==> config.mk <==
export PLATFORM = sky130hd
export DESIGN_NAME = div_arbiter_flat
export DESIGN_NICKNAME = d
export VERILOG_FILES = /design/src/rtl/div_arb_pkg.sv /design/src/rtl/div_arbiter_if.sv /design/src/rtl/div_arbiter_rr_pick.sv /design/src/rtl/div_arbiter.sv /design/src/flat_wrapper.sv
export SDC_FILE = /design/constraint.sdc
export NUM_CORES = 1
export LEC_CHECK = 0
export CORE_MARGIN = 3
export CORE_UTILIZATION = 41
export DETAILED_ROUTE_END_ITERATION = 8
export PLACE_DENSITY = 0.93
export SYNTH_ARGS = -nofsm -noshare
export SYNTH_HDL_FRONTEND = slang
export SYNTH_HIERARCHICAL = 1
export SYNTH_SLANG_ARGS = --single-unit
==> constraint.sdc <==
create_clock -name clk -period 3.45 [get_ports clk]
set_clock_uncertainty 0.1 [all_clocks]
set_input_delay 0.69 -clock clk [delete_from_list [all_inputs] [get_ports clk]]
set_output_delay 0.69 -clock clk [all_outputs]
set_load 0.02 [all_outputs]
==> src/rtl/div_arb_pkg.sv <==
// Shared types and constants for the round-robin divider arbiter.
// Imported by div_arbiter and its interface users.
package div_arb_pkg;

    localparam logic [1:0] ST_IDLE  = 2'd0;
    localparam logic [1:0] ST_ISSUE = 2'd1;
    localparam logic [1:0] ST_WAIT  = 2'd2;
    localparam logic [1:0] ST_RESP  = 2'd3;

    typedef enum logic [1:0] {
        IDLE  = ST_IDLE,
        ISSUE = ST_ISSUE,
        WAIT  = ST_WAIT,
        RESP  = ST_RESP
    } state_e;

    // Quotient reported for a bypassed divide-by-zero; truncated to W at use.
    localparam int unsigned    ZDIV_MAX_W = 64;
    localparam logic [ZDIV_MAX_W-1:0] ZDIV_QUO = '1;

    // Requester index width for n requesters, never below one bit.
    function automatic int unsigned idw_of(input int unsigned n);
        return (n > 1) ? $clog2(n) : 1;
    endfunction

endpackage

==> src/rtl/div_arbiter_if.sv <==
// Client-side and divider-side signal bundle of div_arbiter.
interface div_arbiter_if #(
    parameter int unsigned N = 4,
    parameter int unsigned W = 8
);
    logic [N-1:0]   req;
    logic [N*W-1:0] dvnd_in;
    logic [N*W-1:0] dvsr_in;
    logic [N-1:0]   gnt;
    logic [N-1:0]   done;
    logic [W-1:0]   quo_out;
    logic [W-1:0]   rmd_out;
    logic           err_out;
    logic           busy;
    logic           div_start;
    logic [W-1:0]   div_dvnd;
    logic [W-1:0]   div_dvsr;
    logic           div_ready;
    logic           div_done_tick;
    logic [W-1:0]   div_quo;
    logic [W-1:0]   div_rmd;

    modport slave (
        input  req, dvnd_in, dvsr_in, div_ready, div_done_tick, div_quo, div_rmd,
        output gnt, done, quo_out, rmd_out, err_out, busy, div_start, div_dvnd, div_dvsr
    );

    modport master (
        output req, dvnd_in, dvsr_in, div_ready, div_done_tick, div_quo, div_rmd,
        input  gnt, done, quo_out, rmd_out, err_out, busy, div_start, div_dvnd, div_dvsr
    );
endinterface

==> src/rtl/div_arbiter_rr_pick.sv <==
// Combinational round-robin selector: first set req bit at or above ptr, wrapping.
module rr_pick #(
    parameter int unsigned N   = 4,
    parameter int unsigned IDW = 2
) (
    input  logic [N-1:0]   req,
    input  logic [IDW-1:0] ptr,
    output logic [IDW-1:0] sel,
    output logic           any
);

    always_comb begin : pick
        int unsigned idx;
        sel = '0;
        any = 1'b0;
        idx = 0;
        for (int unsigned k = 0; k < N; k++) begin
            idx = (32'(ptr) + k) % N;
            if (!any && req[IDW'(idx)]) begin
                any = 1'b1;
                sel = IDW'(idx);
            end
        end
    end

endmodule

==> src/rtl/div_arbiter.sv <==
// Round-robin owner of one shared sequential divider among N requesters.
// Optional DIV_ARB_ZERO_CHK_EN: zero divisors bypass the divider and flag err_out.
module div_arbiter
    import div_arb_pkg::*;
#(
    parameter int unsigned N   = 4,
    parameter int unsigned W   = 8,
    parameter int unsigned IDW = idw_of(N)
) (
    input logic           clk,
    input logic           reset,
    div_arbiter_if.slave  bus
);

    state_e         state_q, state_d;
    logic [IDW-1:0] ptr_q, owner_q, sel;
    logic           any, take;
    logic [W-1:0]   sel_dvnd, sel_dvsr;
    logic [W-1:0]   dvnd_q, dvsr_q, quo_q, rmd_q;
    logic [N-1:0]   gnt_c, done_d, done_q;
    logic           start_d, start_q, busy_d, busy_q;

    rr_pick #(.N(N), .IDW(IDW)) u_pick (
        .req (bus.req),
        .ptr (ptr_q),
        .sel (sel),
        .any (any)
    );

    assign sel_dvnd = bus.dvnd_in[32'(sel)*W +: W];
    assign sel_dvsr = bus.dvsr_in[32'(sel)*W +: W];
    assign take     = (state_q == IDLE) && any && bus.div_ready;

`ifdef DIV_ARB_ZERO_CHK_EN
    logic zero_sel;
    logic err_q;
    assign zero_sel    = (sel_dvsr == '0);
    assign bus.err_out = err_q;
`else
    assign bus.err_out = 1'b0;
`endif

    // Next state plus the one-cycle pulses, registered below.
    always_comb begin
        state_d = state_q;
        gnt_c   = '0;
        start_d = 1'b0;
        done_d  = '0;
        case (state_q)
            IDLE: begin
                if (take) begin
                    gnt_c[sel] = 1'b1;
                    state_d    = ISSUE;
                    start_d    = 1'b1;
`ifdef DIV_ARB_ZERO_CHK_EN
                    if (zero_sel) begin
                        state_d     = RESP;
                        start_d     = 1'b0;
                        done_d[sel] = 1'b1;
                    end
`endif
                end
            end
            ISSUE: state_d = WAIT;
            WAIT: begin
                if (bus.div_done_tick) begin
                    state_d         = RESP;
                    done_d[owner_q] = 1'b1;
                end
            end
            RESP:    state_d = IDLE;
            default: state_d = IDLE;
        endcase
        busy_d = (state_d != IDLE);
    end

    always_ff @(posedge clk or posedge reset) begin
        if (reset) begin
            state_q <= IDLE;
            ptr_q   <= '0;
            owner_q <= '0;
            dvnd_q  <= '0;
            dvsr_q  <= '0;
            quo_q   <= '0;
            rmd_q   <= '0;
            start_q <= 1'b0;
            done_q  <= '0;
            busy_q  <= 1'b0;
`ifdef DIV_ARB_ZERO_CHK_EN
            err_q   <= 1'b0;
`endif
        end else begin
            state_q <= state_d;
            start_q <= start_d;
            done_q  <= done_d;
            busy_q  <= busy_d;
            if (take) begin
                owner_q <= sel;
                dvnd_q  <= sel_dvnd;
                dvsr_q  <= sel_dvsr;
            end
            if (state_q == WAIT && bus.div_done_tick) begin
                quo_q <= bus.div_quo;
                rmd_q <= bus.div_rmd;
`ifdef DIV_ARB_ZERO_CHK_EN
                err_q <= 1'b0;
`endif
            end
`ifdef DIV_ARB_ZERO_CHK_EN
            if (take && zero_sel) begin
                quo_q <= W'(ZDIV_QUO);
                rmd_q <= sel_dvnd;
                err_q <= 1'b1;
            end
`endif
            // Pointer moves just past the owner so it becomes lowest priority.
            if (state_q == RESP)
                ptr_q <= (owner_q == IDW'(N-1)) ? '0 : owner_q + IDW'(1);
        end
    end

    assign bus.gnt       = gnt_c;
    assign bus.done      = done_q;
    assign bus.busy      = busy_q;
    assign bus.div_start = start_q;
    assign bus.div_dvnd  = dvnd_q;
    assign bus.div_dvsr  = dvsr_q;
    assign bus.quo_out   = quo_q;
    assign bus.rmd_out   = rmd_q;

endmodule

==> src/flat_wrapper.sv <==
// flat-port wrapper written by rule: the top's interface ports become plain ports
module div_arbiter_flat import div_arb_pkg::*;
#(
    parameter int unsigned N   = 4,
    parameter int unsigned W   = 8,
    parameter int unsigned IDW = idw_of(N)
)
  (clk, reset, bus_req, bus_dvnd_in, bus_dvsr_in, bus_div_ready, bus_div_done_tick, bus_div_quo, bus_div_rmd, bus_gnt, bus_done, bus_quo_out, bus_rmd_out, bus_err_out, bus_busy, bus_div_start, bus_div_dvnd, bus_div_dvsr);
  div_arbiter_if #(.N(N), .W(W)) bus_i ();
  input logic clk;
  input logic reset;
  input wire logic [$bits(bus_i.req)-1:0] bus_req;
  input wire logic [$bits(bus_i.dvnd_in)-1:0] bus_dvnd_in;
  input wire logic [$bits(bus_i.dvsr_in)-1:0] bus_dvsr_in;
  input wire logic [$bits(bus_i.div_ready)-1:0] bus_div_ready;
  input wire logic [$bits(bus_i.div_done_tick)-1:0] bus_div_done_tick;
  input wire logic [$bits(bus_i.div_quo)-1:0] bus_div_quo;
  input wire logic [$bits(bus_i.div_rmd)-1:0] bus_div_rmd;
  output wire logic [$bits(bus_i.gnt)-1:0] bus_gnt;
  output wire logic [$bits(bus_i.done)-1:0] bus_done;
  output wire logic [$bits(bus_i.quo_out)-1:0] bus_quo_out;
  output wire logic [$bits(bus_i.rmd_out)-1:0] bus_rmd_out;
  output wire logic [$bits(bus_i.err_out)-1:0] bus_err_out;
  output wire logic [$bits(bus_i.busy)-1:0] bus_busy;
  output wire logic [$bits(bus_i.div_start)-1:0] bus_div_start;
  output wire logic [$bits(bus_i.div_dvnd)-1:0] bus_div_dvnd;
  output wire logic [$bits(bus_i.div_dvsr)-1:0] bus_div_dvsr;
  assign bus_i.req = bus_req;
  assign bus_i.dvnd_in = bus_dvnd_in;
  assign bus_i.dvsr_in = bus_dvsr_in;
  assign bus_i.div_ready = bus_div_ready;
  assign bus_i.div_done_tick = bus_div_done_tick;
  assign bus_i.div_quo = bus_div_quo;
  assign bus_i.div_rmd = bus_div_rmd;
  assign bus_gnt = bus_i.gnt;
  assign bus_done = bus_i.done;
  assign bus_quo_out = bus_i.quo_out;
  assign bus_rmd_out = bus_i.rmd_out;
  assign bus_err_out = bus_i.err_out;
  assign bus_busy = bus_i.busy;
  assign bus_div_start = bus_i.div_start;
  assign bus_div_dvnd = bus_i.div_dvnd;
  assign bus_div_dvsr = bus_i.div_dvsr;
  div_arbiter #(.N(N), .W(W), .IDW(IDW)) u_core (.clk(clk), .reset(reset), .bus(bus_i));
endmodule
==> results.sh, run 1 <==
export IMPL_status="complete, no violations"
export IMPL_final_nets=378
export IMPL_path_class="in2out"
export IMPL_power_density_mw_per_mm2=779
export IMPL_hold_path_class="reg2reg"
export IMPL_gp_congestion=0.718
export IMPL_tightest_slew_ns=0.870
export IMPL_ys_seq_area_share_pct=48.9
export IMPL_wl_um=5740
export IMPL_clockBufferDepth=2
export IMPL_drt_pass1_iterations=4
export IMPL_synth_flop_cell="dfrtp_1"
export IMPL_synth_top_area_share_pct=48.9
export IMPL_crit_fanout=4
export IMPL_numClockSinks=44
export IMPL_grt_overflow=0
export IMPL_setup_violations=0
export IMPL_syn2layout_area_growth_pct=65.4
export IMPL_dieWidth_um=80.1
export IMPL_finalMaxSlewViolations=0
export IMPL_leakagePower_nw=1.61
export IMPL_syn_nets=243
export IMPL_ant_nets=0
export IMPL_grt_max_degree=45
export IMPL_antenna_cells=0
export IMPL_fin_cells=354
export IMPL_grt_usage_pct=18.0
export IMPL_vias_per_cell=4.97
export IMPL_grt_pass1_vias=1842
export IMPL_synth_cells=148
export IMPL_tns_ns=0
export IMPL_std_cell_rows=26
export IMPL_syn_avg_cell_area_um2=15.2
export IMPL_place_hpwl_um=4630
export IMPL_whs_path_depth=1
export IMPL_synth_cell_type_count=28
export IMPL_ios=131
export IMPL_dieHeight_um=80.1
export IMPL_peakVddDrop_v=0.000436
export IMPL_dieArea_mm2=0.00642
export IMPL_crit_required_ns=2.66
export IMPL_finalCritPeriodShare_pct=93.8
export IMPL_relSlewSlack_pct=41.9
export IMPL_dp_cells=344
export IMPL_final_util_pct=71.6
export IMPL_vias=1761
export IMPL_arrival_ns=2.45
export IMPL_cts_htree_levels=2
export IMPL_fin_crit_ns=3.24
export IMPL_rsz0062_at_grt="false"
export IMPL_cts_buffers=5
export IMPL_cts_root_buf="clkbuf_8"
export IMPL_cap_violations=0
export IMPL_drive_gt1_share_pct=24.6
export IMPL_antenna_found_initial=0
export IMPL_ys_warn_count=6
export IMPL_synth_top_cells_by_area="dfrtp_1 49%, mux4_2 15%, mux2_2 13%, mux2_4 6.7%, ha_1 3.9%"
export IMPL_reg2reg_depth=6
export IMPL_clk_pin_slew_worst_paths_ns=0.08
export IMPL_async_flop_share_pct=100
export IMPL_port_buffers=129
export IMPL_yosys_area_top_type="dfrtp_1"
export IMPL_drc=0
export IMPL_yosysMostFrequentCell="dfrtp_1"
export IMPL_grt_first_pass_wirelength_um=8780
export IMPL_max_freq_ghz=0.309
export IMPL_tritoncts="yes"
export IMPL_clock_latency_ns=0.29
export IMPL_end_kind="primary output"
export IMPL_syn_area_mm2=0.00225
export IMPL_synth_seq_cells=44
export IMPL_synth_edf_count=0
export IMPL_netlist_top_cells_count="44 x dfrtp_1, 26 x mux2_2, 15 x mux4_2"
export IMPL_core_area_mm2=0.00520
export IMPL_wl_per_cell_um=16.2
export IMPL_start_util_pct=43.3
export IMPL_hold_violations=0
export IMPL_first_iter_violations=39
export IMPL_worstSetupStartpointType="primary input"
==> path summary, 6_finish.rpt <==
path | from | end | slack, ns
worst min register to register | u_core/bus.quo_out[5]$_DFFE_PP0P_ | u_core/bus.quo_out[5]$_DFFE_PP0P_ | 0.41
max in group asynchronous | reset | u_core/bus.div_dvnd[5]$_DFFE_PP0P_ | 1.91
worst max-delay path | bus_req[1] | bus_gnt[2] | 0.21
min in group asynchronous | reset | u_core/bus.quo_out[0]$_DFFE_PP0P_ | 0.80
worst max register to register | u_core/ptr_q[0]$_DFFE_PP0N_ | u_core/bus.div_dvnd[7]$_DFFE_PP0P_ | 1.02
worst min-delay path | u_core/bus.quo_out[5]$_DFFE_PP0P_ | u_core/bus.quo_out[5]$_DFFE_PP0P_ | 0.41
==> cell usage in the layout (no fill, tap or decap), drive strengths merged, types with 3 or more instances in the layout <==
cell type,n
mux2,36
mux4,16
a21oi,4
clkdlybuf4s50,125
and3,5
buf,7
clkbuf,5
ha,7
clkinv,3
inv,11
dfrtp,44
==> what timing repair did <==
action / in CTS / in global routing
endpoints found under the setup margin: 2 / 2
gates resized for setup: 2 / 2
setup buffers: 2 / 0
gates cloned: 0 / 0
hold buffers: 0 / 0
pin swaps: 1 / 0
==> final cells by class <==
class / count / area [um^2]
Fill cell: 380 / 1480
Clock inverter: 3 / 18.8
Timing Repair Buffer: 136 / 1350
Tap cell: 70 / 87.6
Clock buffer: 5 / 68.8
Inverter: 11 / 41.3
Multi-Input combinational cell: 85 / 1060
Sequential cell: 44 / 1100
==> cells by family after synthesis <==
family          share of synthesized area [%]
compound gates                           2.89
other cells                             0.167
flops                                    48.9
mux                                      35.8
simple gates                             4.06
buf+inv                                  4.28
fa+ha+maj                                3.89
==> per-layer routing <==
layer	wire length [um]	part of all wire [%]	global-route usage, %	vias up
met2	3040	53	32.7	96
met4	61	1.1	4.05	0
met1	2090	36	20.1	843
met5	0	0	0	-
met3	556	9.7	6.61	7
li1	-	-	-	815
==> critical path, stage by stage <==
cell and delay, ns:
clkdlybuf4s50_1 0.51, inv_1 0.07, a221o_1 0.36, a21oi_2 0.24, buf_4 0.19, nor3b_1 0.06
dlygate4sd2_1 0.33
==> flip-flops by register name, summed over array words and instances (netlist names) <==
register	count
u_core/bus.busy	1
u_core/bus.div_dvnd	8
u_core/bus.div_dvsr	8
u_core/bus.div_start	1
u_core/bus.done	4
u_core/bus.quo_out	8
u_core/bus.rmd_out	8
u_core/owner_q	2
u_core/ptr_q	2
u_core/state_q	2
==> power breakdown <==
part           internal, mW  total [mW]  switching (mW)
combinational         0.962        1.68           0.719
clock                 0.141       0.310           0.169
sequential            0.764       0.911           0.147
total                  1.87        2.90            1.04
==> through the flow <==
step	hold WS, ns	setup slack, ns	area (um^2)	power, mW
2_1_floorplan	0.433	0.581	2250	1.91
3_3_place_gp	0.386	0.0497	3620	2.55
3_5_place_dp	0.393	-0.0628	3620	2.61
4_1_cts	0.413	0.0117	3720	2.94
5_1_grt	0.418	0.167	3730	3.08
6_report	0.408	0.213	3730	2.90
Power figures use the tool's default switching activity.
==> run 2, diff against run 1 <==
- MAX_ROUTING_LAYER: not set -> met4
==> run 2 against run 1 <==
  * Critical path depth stayed put
  * Flip-flop and latch count unchanged
  * Die area is the same
  * Hold slack hardly changed
  * Sequential power about the same
  * Cell area is the same
  * Critical path type unchanged
  * Critical endpoint unchanged
  * Largest cell class unchanged
  * Largest power group unchanged
==> results.sh, run 2 (synthesis gave the netlist of run 1 again) <==
export IMPL_status="complete, no violations"
export IMPL_setup_ws_ns=0.214
export IMPL_numClockSinks=44
export IMPL_timing_rr_start="u_core/ptr_q[0]$_DFFE_PP0N_"
export IMPL_area_sequential_mm2=0.00110
export IMPL_fin_crit_ns=3.24
export IMPL_min_to="u_core/bus.quo_out[5]$_DFFE_PP0P_"
export IMPL_tritoncts="yes"
export IMPL_dieWidth_um=80.1
export IMPL_dp_slack_ns=-0.0628
export IMPL_path_class="in2out"
export IMPL_p_seq_share_pct=31.4
export IMPL_ios=131
export IMPL_switching_share_pct=35.7
export IMPL_wl_um=5750
export IMPL_gp_congestion=0.726
export IMPL_cap_violations=0
export IMPL_clock_latency_ns=0.29
export IMPL_cts_htree_levels=2
export IMPL_multi_input_area_mm2=0.00106
export IMPL_vias=1761
export IMPL_hold_path_class="reg2reg"
export IMPL_ctsHoldBuffers=0
export IMPL_clockBufferDepth=2
export IMPL_wl_per_cell_um=16.2
export IMPL_worstSetupStartpointType="primary input"
export IMPL_cts_buffers=5
export IMPL_tns_ns=0
export IMPL_end_kind="primary output"
export IMPL_clk_pin_slew_worst_paths_ns=0.08
export IMPL_port_buffers=129
export IMPL_final_nets=378
export IMPL_finalMaxSlewViolations=0
export IMPL_leakagePower_nw=1.61
export IMPL_drt_pass1_iterations=4
export IMPL_drive_gt1_share_pct=24.6
export IMPL_fin_cells=354
export IMPL_place_hpwl_um=4630
export IMPL_rsz0062_at_grt="false"
export IMPL_holdWs_ns=0.408
export IMPL_core_area_mm2=0.00520
export IMPL_grt_first_pass_wirelength_um=8760
export IMPL_crit_required_ns=2.66
export IMPL_power_frac_comb_pct=57.9
export IMPL_critical_path_reg2reg_endpoint="u_core/bus.div_dvnd[7]$_DFFE_PP0P_"
export IMPL_hp_start="u_core/bus.quo_out[5]$_DFFE_PP0P_"
export IMPL_dieArea_mm2=0.00642
export IMPL_crit_fanout=4
export IMPL_cts_root_buf="clkbuf_8"
export IMPL_finalCritPeriodShare_pct=93.8
export IMPL_final_cell_mix="125 x clkdlybuf4s50_1, 44 x dfrtp_1, 26 x mux2_2"
export IMPL_layout_commonest_cell="clkdlybuf4s50_1"
export IMPL_antenna_cells=0
export IMPL_drc=0
export IMPL_fill_cells=380
export IMPL_tightest_slew_ns=0.876
export IMPL_peakVddDrop_v=0.000436
export IMPL_power_density_mw_per_mm2=780
export IMPL_vias_per_cell=4.97
export IMPL_grt_max_degree=45
export IMPL_dp_cells=344
export IMPL_arrival_ns=2.45
export IMPL_clkPwrFrac_pct=10.7
export IMPL_dieHeight_um=80.1
export IMPL_p_int_mw=1.87
export IMPL_start_util_pct=43.3
export IMPL_first_iter_violations=37
export IMPL_hold_violations=0
export IMPL_whs_path_depth=1
export IMPL_grt_pass1_vias=1849
export IMPL_max_freq_ghz=0.309
export IMPL_p_sw_mw=1.04
export IMPL_relSlewSlack_pct=41.5
export IMPL_std_cell_rows=26
export IMPL_ant_nets=0
export IMPL_setup_violations=0
export IMPL_grt_overflow=0
export IMPL_antenna_found_initial=0
export IMPL_grt_usage_pct=18.5
export IMPL_syn2layout_area_growth_pct=65.4
export IMPL_r2r_slack_ns=1.02
export IMPL_final_util_pct=71.6
export IMPL_reg2reg_depth=6
## run 2: cell counts in the layout (fill, tap and decap cells not counted)
No cell type changed its count.
## run 2: how the worst max path moves through the flow
stage | slack, ns | to | from
after floorplan | 0.58 | bus_gnt[1] | bus_req[1]
after global placement | 0.05 | bus_gnt[1] | bus_req[1]
after detailed placement | -0.06 | bus_gnt[2] | bus_req[0]
after CTS | 0.01 | bus_gnt[0] | bus_req[1]
after global routing | 0.17 | bus_gnt[2] | bus_req[1]
final | 0.21 | bus_gnt[2] | bus_req[1]
## run 2: final cells by class
class | instances | area share [%]
repair buffers | 136 | 36.1
inverters | 11 | 1.11
flip-flops and latches | 44 | 29.6
clock buffers | 5 | 1.85
multi-input cells | 85 | 28.5
clock inverters | 3 | 0.504
well taps | 70 | 2.35
## run 2: power by group through the flow
stage	Clock [mW]	Combinational, mW	Sequential, mW
final	0.312	1.68	0.912
after global routing	0.346	1.79	0.946
after CTS	0.323	1.70	0.915
after detailed placement	0	1.69	0.921
after global placement	0	1.64	0.902
after floorplan	0	0.745	1.16
## run 2: timing repair
action | in CTS | in global routing
endpoints found under the setup margin | 2 | 2
setup buffers | 2 | 0
resized for setup | 2 | 2
endpoints found under the hold margin | 0 | 0
pin swaps | 1 | 0
## run 2: through the flow
| step | total power, mW | cell area [um^2] |
|---|---|---|
| 5_1_grt | 3.08 | 3730 |
| 3_3_place_gp | 2.55 | 3620 |
| 6_report | 2.90 | 3730 |
| 3_5_place_dp | 2.61 | 3620 |
| 2_1_floorplan | 1.91 | 2250 |
| 4_1_cts | 2.94 | 3720 |
## run 2: critical path, cell delays in order
cell	delay (ns)
clkdlybuf4s50_1	0.51
inv_1	0.07
a221o_1	0.36
a21oi_2	0.24
buf_4	0.19
nor3b_1	0.06
dlygate4sd2_1	0.33
## run 2: per-layer routing
layer	vias to the layer above	share of wire (%)	track usage (%)
met5	-	0	-
met4	0	1.1	4.05
met3	7	8.4	5.27
met2	94	53	32.8
met1	846	38	20.8
li1	814	-	-
